<file path="config.mk">
export PLATFORM = sky130hd
export DESIGN_NAME = vga_frame_reader
export DESIGN_NICKNAME = d
export VERILOG_FILES = /design/src/rtl/vga_frame_reader.sv
export SDC_FILE = /design/constraint.sdc
export NUM_CORES = 1
export LEC_CHECK = 0
export BUFFER_PORTS_ARGS = -buffer_cell sky130_fd_sc_hd__buf_2
export CAP_MARGIN = 10
export CORE_AREA = 2 2 71 106
export DETAILED_ROUTE_END_ITERATION = 7
export DIE_AREA = 0 0 73 108
export HOLD_SLACK_MARGIN = 0.15
export PLACE_DENSITY = 0.75
export SYNTH_ARGS = -nofsm -noshare
export SYNTH_HDL_FRONTEND = slang
export SYNTH_SLANG_ARGS = --single-unit
</file>
<file path="constraint.sdc">
create_clock -name clk -period 5 [get_ports clk]
set_input_delay 0.25 -clock clk [delete_from_list [all_inputs] [get_ports clk]]
set_output_delay 0.25 -clock clk [all_outputs]
set_load 0.01 [all_outputs]
</file>
<file path="src/rtl/vga_frame_reader.sv">
// VGA timing generator that reads a centred RGB444 image from the frame-buffer RAM.
// The surround is black. Sync and colour leave the block with the same latency.
module vga_frame_reader #(
    parameter int H_ACTIVE = 640,
    parameter int H_FP     = 16,
    parameter int H_SYNC   = 96,
    parameter int H_BP     = 48,
    parameter int V_ACTIVE = 480,
    parameter int V_FP     = 10,
    parameter int V_SYNC   = 2,
    parameter int V_BP     = 33,
    parameter int IMG_W    = 320,
    parameter int IMG_H    = 240,
    parameter int X_OFS    = 160,
    parameter int Y_OFS    = 120,
    parameter int RD_LAT   = 1
) (
    input  logic        clk,
    input  logic        rst_n,
    input  logic        en,
    output logic [16:0] ram_addr_o,
    output logic        ram_rd_en,
    input  logic [11:0] ram_data,
    output logic        vga_hs,
    output logic        vga_vs,
    output logic [3:0]  vga_r,
    output logic [3:0]  vga_g,
    output logic [3:0]  vga_b,
    output logic        frame_start
);
    localparam int H_TOTAL = H_ACTIVE + H_FP + H_SYNC + H_BP;
    localparam int V_TOTAL = V_ACTIVE + V_FP + V_SYNC + V_BP;
    localparam logic [9:0] H_LAST     = 10'(H_TOTAL - 1);
    localparam logic [9:0] V_LAST     = 10'(V_TOTAL - 1);
    localparam logic [9:0] H_ACT      = 10'(H_ACTIVE);
    localparam logic [9:0] V_ACT      = 10'(V_ACTIVE);
    localparam logic [9:0] H_SYNC_ON  = 10'(H_ACTIVE + H_FP);
    localparam logic [9:0] H_SYNC_OFF = 10'(H_ACTIVE + H_FP + H_SYNC);
    localparam logic [9:0] V_SYNC_ON  = 10'(V_ACTIVE + V_FP);
    localparam logic [9:0] V_SYNC_OFF = 10'(V_ACTIVE + V_FP + V_SYNC);
    localparam logic [9:0] X_LO       = 10'(X_OFS);
    localparam logic [9:0] X_HI       = 10'(X_OFS + IMG_W);
    localparam logic [9:0] Y_LO       = 10'(Y_OFS);
    localparam logic [9:0] Y_HI       = 10'(Y_OFS + IMG_H);

    logic [9:0]      h_cnt_r;
    logic [9:0]      v_cnt_r;
    logic            run_r;
    logic            run_s;
    logic [16:0]     ptr_r;
    logic            hs_raw_s;
    logic            vs_raw_s;
    logic            act_raw_s;
    logic            win_raw_s;
    logic            origin_s;
    logic [RD_LAT:0] hs_pipe_r;
    logic [RD_LAT:0] vs_pipe_r;
    logic [RD_LAT:0] act_pipe_r;
    logic [RD_LAT:0] win_pipe_r;
    logic [11:0]     rgb_r;

    // Raw timing flags decoded from the raster position.
    // run_r delays the enable by one clock so a fresh enable always starts at (0,0).
    always_comb begin
        run_s     = en & run_r;
        hs_raw_s  = ~((h_cnt_r >= H_SYNC_ON) && (h_cnt_r < H_SYNC_OFF));
        vs_raw_s  = ~((v_cnt_r >= V_SYNC_ON) && (v_cnt_r < V_SYNC_OFF));
        act_raw_s = (h_cnt_r < H_ACT) && (v_cnt_r < V_ACT);
        win_raw_s = (h_cnt_r >= X_LO) && (h_cnt_r < X_HI) &&
                    (v_cnt_r >= Y_LO) && (v_cnt_r < Y_HI);
        origin_s  = (h_cnt_r == 10'd0) && (v_cnt_r == 10'd0);
    end

    // Raster counters, held at the origin while disabled.
    always_ff @(posedge clk or negedge rst_n) begin
        if (!rst_n) begin
            run_r   <= 1'b0;
            h_cnt_r <= 10'd0;
            v_cnt_r <= 10'd0;
        end else begin
            run_r <= en;
            if (!run_s) begin
                h_cnt_r <= 10'd0;
                v_cnt_r <= 10'd0;
            end else if (h_cnt_r == H_LAST) begin
                h_cnt_r <= 10'd0;
                v_cnt_r <= (v_cnt_r == V_LAST) ? 10'd0 : v_cnt_r + 10'd1;
            end else begin
                h_cnt_r <= h_cnt_r + 10'd1;
                v_cnt_r <= v_cnt_r;
            end
        end
    end

    // Linear read pointer: raster-ordered addresses without a multiplier.
    always_ff @(posedge clk or negedge rst_n) begin
        if (!rst_n) begin
            ptr_r <= 17'd0;
        end else if (!run_s || origin_s) begin
            ptr_r <= 17'd0;
        end else if (win_raw_s) begin
            ptr_r <= ptr_r + 17'd1;
        end else begin
            ptr_r <= ptr_r;
        end
    end

    // Stage 1 plus a delay line that lines the flags up with the RAM data.
    // Disabled cycles shift in blank, sync-inactive values.
    always_ff @(posedge clk or negedge rst_n) begin
        if (!rst_n) begin
            ram_addr_o  <= 17'd0;
            frame_start <= 1'b0;
            hs_pipe_r   <= {(RD_LAT + 1){1'b1}};
            vs_pipe_r   <= {(RD_LAT + 1){1'b1}};
            act_pipe_r  <= {(RD_LAT + 1){1'b0}};
            win_pipe_r  <= {(RD_LAT + 1){1'b0}};
        end else begin
            ram_addr_o  <= run_s ? ptr_r : 17'd0;
            frame_start <= run_s & origin_s;
            hs_pipe_r   <= {hs_pipe_r[RD_LAT-1:0],  run_s ? hs_raw_s  : 1'b1};
            vs_pipe_r   <= {vs_pipe_r[RD_LAT-1:0],  run_s ? vs_raw_s  : 1'b1};
            act_pipe_r  <= {act_pipe_r[RD_LAT-1:0], run_s & act_raw_s};
            win_pipe_r  <= {win_pipe_r[RD_LAT-1:0], run_s & win_raw_s};
        end
    end

    // Output register: sync from the delayed flags, colour only inside the window.
    always_ff @(posedge clk or negedge rst_n) begin
        if (!rst_n) begin
            vga_hs <= 1'b1;
            vga_vs <= 1'b1;
            rgb_r  <= 12'h000;
        end else begin
            vga_hs <= hs_pipe_r[RD_LAT];
            vga_vs <= vs_pipe_r[RD_LAT];
            if (act_pipe_r[RD_LAT] && win_pipe_r[RD_LAT]) begin
                rgb_r <= ram_data;
            end else begin
                rgb_r <= 12'h000;
            end
        end
    end

    assign ram_rd_en = win_pipe_r[0];
    assign vga_r     = rgb_r[11:8];
    assign vga_g     = rgb_r[7:4];
    assign vga_b     = rgb_r[3:0];

endmodule

</file>
==> results of run 1 <==
==> registers in the layout, summed over array words and instances (netlist names) <==
signal / cells
act_pipe_r: 2
frame_start: 1
h_cnt_r: 10
hs_pipe_r: 2
ptr_r: 17
ram_addr_o: 17
rgb_r: 12
run_r: 1
v_cnt_r: 10
vga_hs: 1
vga_vs: 1
vs_pipe_r: 2
win_pipe_r: 2
==> power groups by stage <==
stage	Combinational (W)	Clock, W	Sequential [W]
floorplan	0.0000134	0	0.000647
global placement	0.0000335	0	0.000648
detailed placement	0.0000340	0	0.000649
CTS	0.0000425	0.000410	0.000637
global route	0.0000480	0.000432	0.000637
finish	0.0000418	0.000396	0.000637
==> path summary, 6_finish.rpt <==
check / from / end / slack, ns / depth (start not counted)
setup reg to reg: run_r$_DFF_PN0_ / v_cnt_r[7]$_DFFE_PN0P_ / 2.63 / 5
hold / removal: vs_pipe_r[0]$_DFF_PN1_ / vs_pipe_r[1]$_DFF_PN1_ / 0.36 / 0
max in group asynchronous: rst_n / ram_addr_o[8]$_DFF_PN0_ / 3.82 / 2
setup / recovery: en / v_cnt_r[7]$_DFFE_PN0P_ / 2.59 / 7
min in group asynchronous: rst_n / ram_addr_o[14]$_DFF_PN0_ / 0.56 / 2
hold reg to reg: vs_pipe_r[0]$_DFF_PN1_ / vs_pipe_r[1]$_DFF_PN1_ / 0.36 / 0
==> stage by stage <==
step                area [um^2]  power [W]  cells
finish                     3920    0.00107    465
global route               3920    0.00112    465
CTS                        3920    0.00109    465
detailed placement         3630   0.000683    437
global placement           3630   0.000682    437
floorplan                  3370   0.000661    326
==> routing by layer <==
layer	wire length, um	track usage (%)	vias up
li1	-	-	1273
met1	2750	22.4	1308
met2	3630	31.9	73
met3	310	4.66	18
met4	170	9.92	0
met5	0	0	-
==> synth_stat cells (all sizes together), types with 2 or more instances <==
cell type   n  area share, %
dfrtp      72             53
nor2       33            3.7
and3       31            5.8
o21ai      25            3.8
nand2      24            2.7
a21oi      18            2.7
nand3      16            2.4
nand4      11            2.0
or3        11            2.1
inv        10            1.1
or4        10            2.4
clkbuf      9            1.3
o31ai       8            1.8
dfstp       6            4.7
ha          6            2.2
buf         5           0.97
xor2        5            1.3
nor2b       3           0.56
nor3        3           0.45
xnor2       3           0.78
a31oi       2           0.37
and2        2           0.41
==> layout make-up <==
| class | count | area (um^2) |
|---|---|---|
| inverter | 10 | 37.5 |
| timing repair buffer | 61 | 378 |
| tap | 78 | 97.6 |
| multi-input combinational | 224 | 1300 |
| fill | 607 | 2970 |
| clock inverter | 2 | 10.0 |
| clock buffer | 12 | 145 |
| sequential | 78 | 1960 |
==> cell families after synthesis <==
logic type	Yosys count	share of synthesized area (%)
compound gates	59	10.1
xor+xnor	8	2.08
fa+ha+maj	6	2.23
buf+inv	24	3.41
flops	78	58.1
simple gates	151	24.0
==> repair_timing <==
action                                 4_1_cts  5_1_grt
hold buffers                                14        0
endpoints found under the hold margin       85        0
setup endpoints to repair                    0        0
==> results list, run 1 <==
* Predominant post-synthesis flop cell: sky130_fd_sc_hd__dfrtp_1
- Buffers added to address setup during post-CTS repair amount to 0.
* Shortest clock period the worst path allows after layout: 2.41 ns
- Vert. Die Dim: 108 um
- Synthesized netlist net count: 347
- Total via count in the routed design: 2672
* Syn-to-layout area delta: 16.4%
- Maximum clock frequency: 0.414 GHz
- The clock passes through at most 2 buffers.
- IR analysis of the VDD net gives a maximum drop of 0.000144 V.
- Post-synthesis cell area: 0.00337 mm^2
- The tree built by TritonCTS fans out to 78 sinks.
- Crit-path most repeated cell: sky130_fd_sc_hd__nand2_1
- At the worst endpoint, the required time is 5.23 ns.
- In this run switching power makes up 22.3% of total power.
- On the critical path, the stage with the largest delay is an instance of sky130_fd_sc_hd__a41oi_1.
- In this run the horizontal extent of the chip is 73 um.
- At the pin with the least slew margin, the transition time is 0.945 ns.
* Final Hold Violating Endpoints: 0
- Dividing the detail-routed wire length by the instance count gives 14.7 um.
* Ant diodes: 0
- Layout cells sized above 1: 19.1%
* Count of state elements after synthesis: 78
- Setup repair after global routing left no endpoint under its margin.
- Between clock sinks in the finished design, the worst skew comes to 0.00859 ns.
* GR Overflow Total: 0
* Max cap viols: 0
- Die footprint: 0.00788 mm^2
* Minimum setup slack after placement: 2.69 ns
- For this design the ratio of total power to cell area is 274 mW/mm^2.
- Leading cell types in the layout, fill and taps excluded: 72 x sky130_fd_sc_hd__dfrtp_1, 46 x sky130_fd_sc_hd__buf_2, 33 x sky130_fd_sc_hd__nor2_1
- Switch Pwr: 0.000239 W
- The number of antenna violations at the first check in global routing is 0.
- After detailed routing, the number of remaining DRC violations is 0.
- Via-to-Cell Ratio: 5.75
- The number of max-slew violations in the final report was 0.
- TritonCTS created 9 clock buffers.
* First-pass iteration count of the detailed router: 5
* Final ANT Viol Nets: 0
- Hold timing on the final database bottoms out at a slack of 0.356 ns.
- In this design, the largest share of critical-path delay is due to compound AO/OA/AOI/OAI gates.
- Max_slew headroom: 37.0%
* Post-route clock period utilization: 48.3%
* Setup TNS after final layout: 0 ns
- Traced cell by cell, the critical path runs through dlygate4sd3_1, buf_2, nand2_1, a41oi_1, nor2_1, nand2_1, o31ai_1.
* Launching element type of the critical path: input pin
- The share of total power dissipated in sequential elements is 59.2%.
* Detailed Route Iter0 Violations: 181
- After synthesis, the share of flip-flops with an asynchronous set or reset is 100%.
* Leakage: 1.88 nW
- Post-synth EDFFs: 0
- Gates resized during post-CTS repair numbered 0.
- Std-Cell Rows: 37
- First-pass GRT wire length: 11.5 mm
- The cell sitting at the root of the clock tree is a sky130_fd_sc_hd__clkbuf_8.
- Source-to-sink clock delay at the later pin of the worst-skew pair: 0.36 ns
- Routed Wire Length: 6.86 mm
- Dpl hpwl: 4.53 mm
- Setup violations remaining at the end of the flow were counted as 0.
* Part of the total power dissipated in the clock network: 36.9%
- At the worst endpoint, the arrival time is 2.64 ns.
* Worst min-delay path class: reg2reg
- The run finished with clean final reports.
- Number of unique standard cell types used by synthesis: 46
* Cell internal power dissipation: 0.000836 W
* Crit path setup slack, layout: 2.59 ns
* Starting Density: 48.9%
* WS Path Type: in2reg
- 48 I/O pins were placed.
- Leaving out fill and tap cells, the most frequent cell in the layout is sky130_fd_sc_hd__dfrtp_1.
* IO buf count: 47
- The worst setup path is captured at a flip-flop.
- Deepest level of the CTS H-tree: 3
- Seq/Total Area, Yosys: 58.1%
* Combinational fraction of design power: 3.9%
- Together, buffers and inverters on the worst path number 2.
* Delay of the slowest cell on the worst path: 0.77 ns
- For this run, the number of Yosys warnings is 0.
- Routability-driven placement finished with a final weighted congestion of 0.835.
- TritonCTS built the clock tree.
* Syn Area/Cell: 10.3 um^2
- Final core utilization: 56.9%
- CTS clock-pin slew for the worst setup and hold paths: 0.07 ns
* Maximum number of pins on one net before global-route repair: 79
- Global routing used 19.1% of the available tracks.
- The core region is 0.00690 mm^2.
* Vias in the first global route: 2550
- Gate count of the mapped netlist: 326
- Largest fanout on the critical path: 16
- Nets@finish: 405
(Power assumes the default switching activity.)
==> run 2: changes to the inputs <==
==> constraint.sdc (replaced) <==
create_clock -name clk -period 2.5 [get_ports clk]
set_input_delay 0.125 -clock clk [delete_from_list [all_inputs] [get_ports clk]]
set_output_delay 0.125 -clock clk [all_outputs]
set_load 0.01 [all_outputs]
==> results list, run 2 (same netlist as run 1, synthesis figures left out) <==
- The flow ran to the end, and the final reports show no timing, DRC or antenna violations.
- Post-route clock period utilization: 88.0%
- Counting every sink on the clock net gives 78.
- CTS placed an instance of sky130_fd_sc_hd__clkbuf_8 at the clock tree root.
- Minimum setup slack after placement: 0.355 ns
- Vert. Die Dim: 108 um
- Maximum clock frequency: 0.454 GHz
* Leakage: 1.91 nW
- Along the worst path, the maximum fanout reaches 14.
- At the later pin of the worst-skew pair, clock insertion delay measures 0.35 ns.
- Maximum number of pins on one net before global-route repair: 79
- Relative contribution of sequential cells to total power: 56.1%
- After detailed placement, the design holds a cell count of 440.
- First-pass GRT wire length: 11.8 mm
- On the final layout, the worst clock skew is 0.00888 ns.
- Instance area at placement: 0.00365 mm^2
- Worst min-delay path class: reg2reg
* Crit. Startpoint: v_cnt_r[5]$_DFFE_PN0P_
* Switch Pwr: 0.000520 W
- Layout cells sized above 1: 20.7%
- WL/cell: 15.0 um
* Starting Density: 48.9%
* Most common cell after layout, fill and taps aside: sky130_fd_sc_hd__dfrtp_1
- Post-route cell area: 0.00399 mm^2
- The largest registers in the layout are ptr_r x17, ram_addr_o x17, rgb_r x12.
- The region available for standard cell placement spans 0.00690 mm^2.
- For the worst setup path, the data required time is 2.77 ns.
- Counting along the longest clock path gives a buffer depth of 2.
- Across all register-to-register paths, the minimum setup slack is 0.30 ns.
- Dpl hpwl: 4.75 mm
- After routing, the total negative slack on setup checks comes to 0 ns.
- For this design the top-level I/O count stands at 48.
* Routed Wire Length: 7.06 mm
- After clock tree synthesis, the clock-pin slew on the worst setup and hold paths is 0.08 ns.
* Max_slew headroom: 36.5%
- Setup violations remaining at the end of the flow were counted as 0.
- The worst setup path is launched from a flip-flop.
* Leading cell types in the layout, fill and taps excluded: 72 x sky130_fd_sc_hd__dfrtp_1, 46 x sky130_fd_sc_hd__buf_2, 33 x sky130_fd_sc_hd__nor2_1
- IO buf count: 47
- Cell internal power dissipation: 0.00174 W
- Worst Reg-to-Reg Cells: 5
- Clock buffer count from CTS: 9
* Crit path setup slack, layout: 0.299 ns
* Die span in x: 73 um
- The worst hold path passes through 0 cells.
* R2R Path End: ptr_r[11]$_DFFE_PN0P_
* Start point of the worst hold path: act_pipe_r[0]$_DFF_PN0_
* Setup repair after global routing missed its margin: false
* DRC: 0
- Global routing consumed, over all layers together, 19.5% of the routing resources.
- At the pin with the least slew margin, the transition time is 0.952 ns.
- The tool flagged a number of max-cap violations equal to 0.
* WS Path Type: reg2reg
- Via-to-Cell Ratio: 5.70
* TritonCTS clock tree: built
- Power spread over the standard cell area amounts to 568 mW/mm^2.
* Initial antenna violation count: 0
- The final hold violation count was 0.
- The startpoint identified for the worst register-to-register timing path is v_cnt_r[5]$_DFFE_PN0P_.
- The die covers 0.00788 mm^2.
- The number of max-slew violations in the final report was 0.
- Data arrives at the worst endpoint at 2.47 ns.
* Hold Crit Endpoint: act_pipe_r[1]$_DFF_PN0_
- For this run the aggregate overflow at the end of global routing stands at 0.
* Shortest clock period the worst path allows after layout: 2.20 ns
- The routed layout has 2677 vias.
- The number of global-route vias before repair came to 2613.
* Non-Filler Instances: 470
* Worst vdd rail ir drop: 0.000203 V
- Combinational cells account for 4.0% of the total power.
- Compared with the post-synthesis result, the final layout area differs by 18.2%.
- First-pass iteration count of the detailed router: 4
* Detailed Route Iter0 Violations: 214
* Nets@finish: 408
* Global placement routability congestion: 0.828
* Final ANT Viol Nets: 0
* Ant diodes: 0
* Part of the total power dissipated in the clock network: 39.8%
- The H-tree was split into 3 levels.
* Sw Share: 23.0%
- The floorplan has 37 rows.
- STA classifies the critical path endpoint as a flip-flop.
run 2: cell count changes in the layout (fill, tap and decap cells not counted), sizes merged:
cell      previous run  this run
clkinvlp             0         2
inv                 10        11
clkinv               2         1
buf                 47        50
run 2: per-layer routing:
layer	vias to the layer above	GRT usage (%)	routed length, um	part of all wire, %
met1	1312	21.6	2860	40
met4	0	11.0	207	2.9
li1	1282	-	-	-
met3	17	3.45	246	3.5
met2	66	34.4	3750	53
met5	-	0	0	0
run 2: area by class of cell:
| type | instances | area (um^2) |
|---|---|---|
| clock buffers | 12 | 165 |
| clock inverters | 4 | 28.8 |
| fillers | 598 | 2910 |
| inverters | 10 | 37.5 |
| multi-input cells | 224 | 1300 |
| flip-flops and latches | 78 | 1960 |
| well taps | 78 | 97.6 |
| repair buffers | 64 | 400 |
run 2: stage by stage:
stage / util (%) / hold slack, ns / power [W]
floorplan: - / -0.171 / 0.00132
global placement: 52.9 / 0.329 / 0.00137
detailed placement: 52.9 / 0.328 / 0.00137
CTS: 57.8 / 0.355 / 0.00228
global route: 57.8 / 0.362 / 0.00233
finish: 57.8 / 0.356 / 0.00226
run 2: how the worst max path moves through the flow:
stage | end | slack [ns]
detailed placement | ptr_r[13]$_DFFE_PN0P_ | 0.36
global placement | ptr_r[15]$_DFFE_PN0P_ | 0.40
floorplan | ptr_r[7]$_DFFE_PN0P_ | 0.50
CTS | ptr_r[11]$_DFFE_PN0P_ | 0.33
global route | ptr_r[10]$_DFFE_PN0P_ | 0.13
finish | ptr_r[11]$_DFFE_PN0P_ | 0.30
run 2: power by group through the flow:
stage | combinational [W] | sequential, W | clock [W]
2_1_floorplan | 0.0000268 | 0.00129 | 0
3_3_place_gp | 0.0000746 | 0.00129 | 0
3_5_place_dp | 0.0000751 | 0.00130 | 0
4_1_cts | 0.0000924 | 0.00127 | 0.000917
5_1_grt | 0.000103 | 0.00127 | 0.000960
6_report | 0.0000911 | 0.00127 | 0.000901
run 2: worst max-delay path, stage by stage (launching register included):
cell,delay [ns]
sky130_fd_sc_hd__dfrtp_1,0.46
sky130_fd_sc_hd__nand4_1,0.18
sky130_fd_sc_hd__a22o_1,0.24
sky130_fd_sc_hd__or4_4,0.58
sky130_fd_sc_hd__or4_1,0.50
sky130_fd_sc_hd__a21oi_1,0.15
run 2: repair_timing:
action                                 in CTS  in global routing
hold buffers                               14                  0
setup endpoints to repair                   0                  0
buffers inserted                            0                  0
endpoints found under the hold margin      85                  0
gates resized for setup                     0                  0
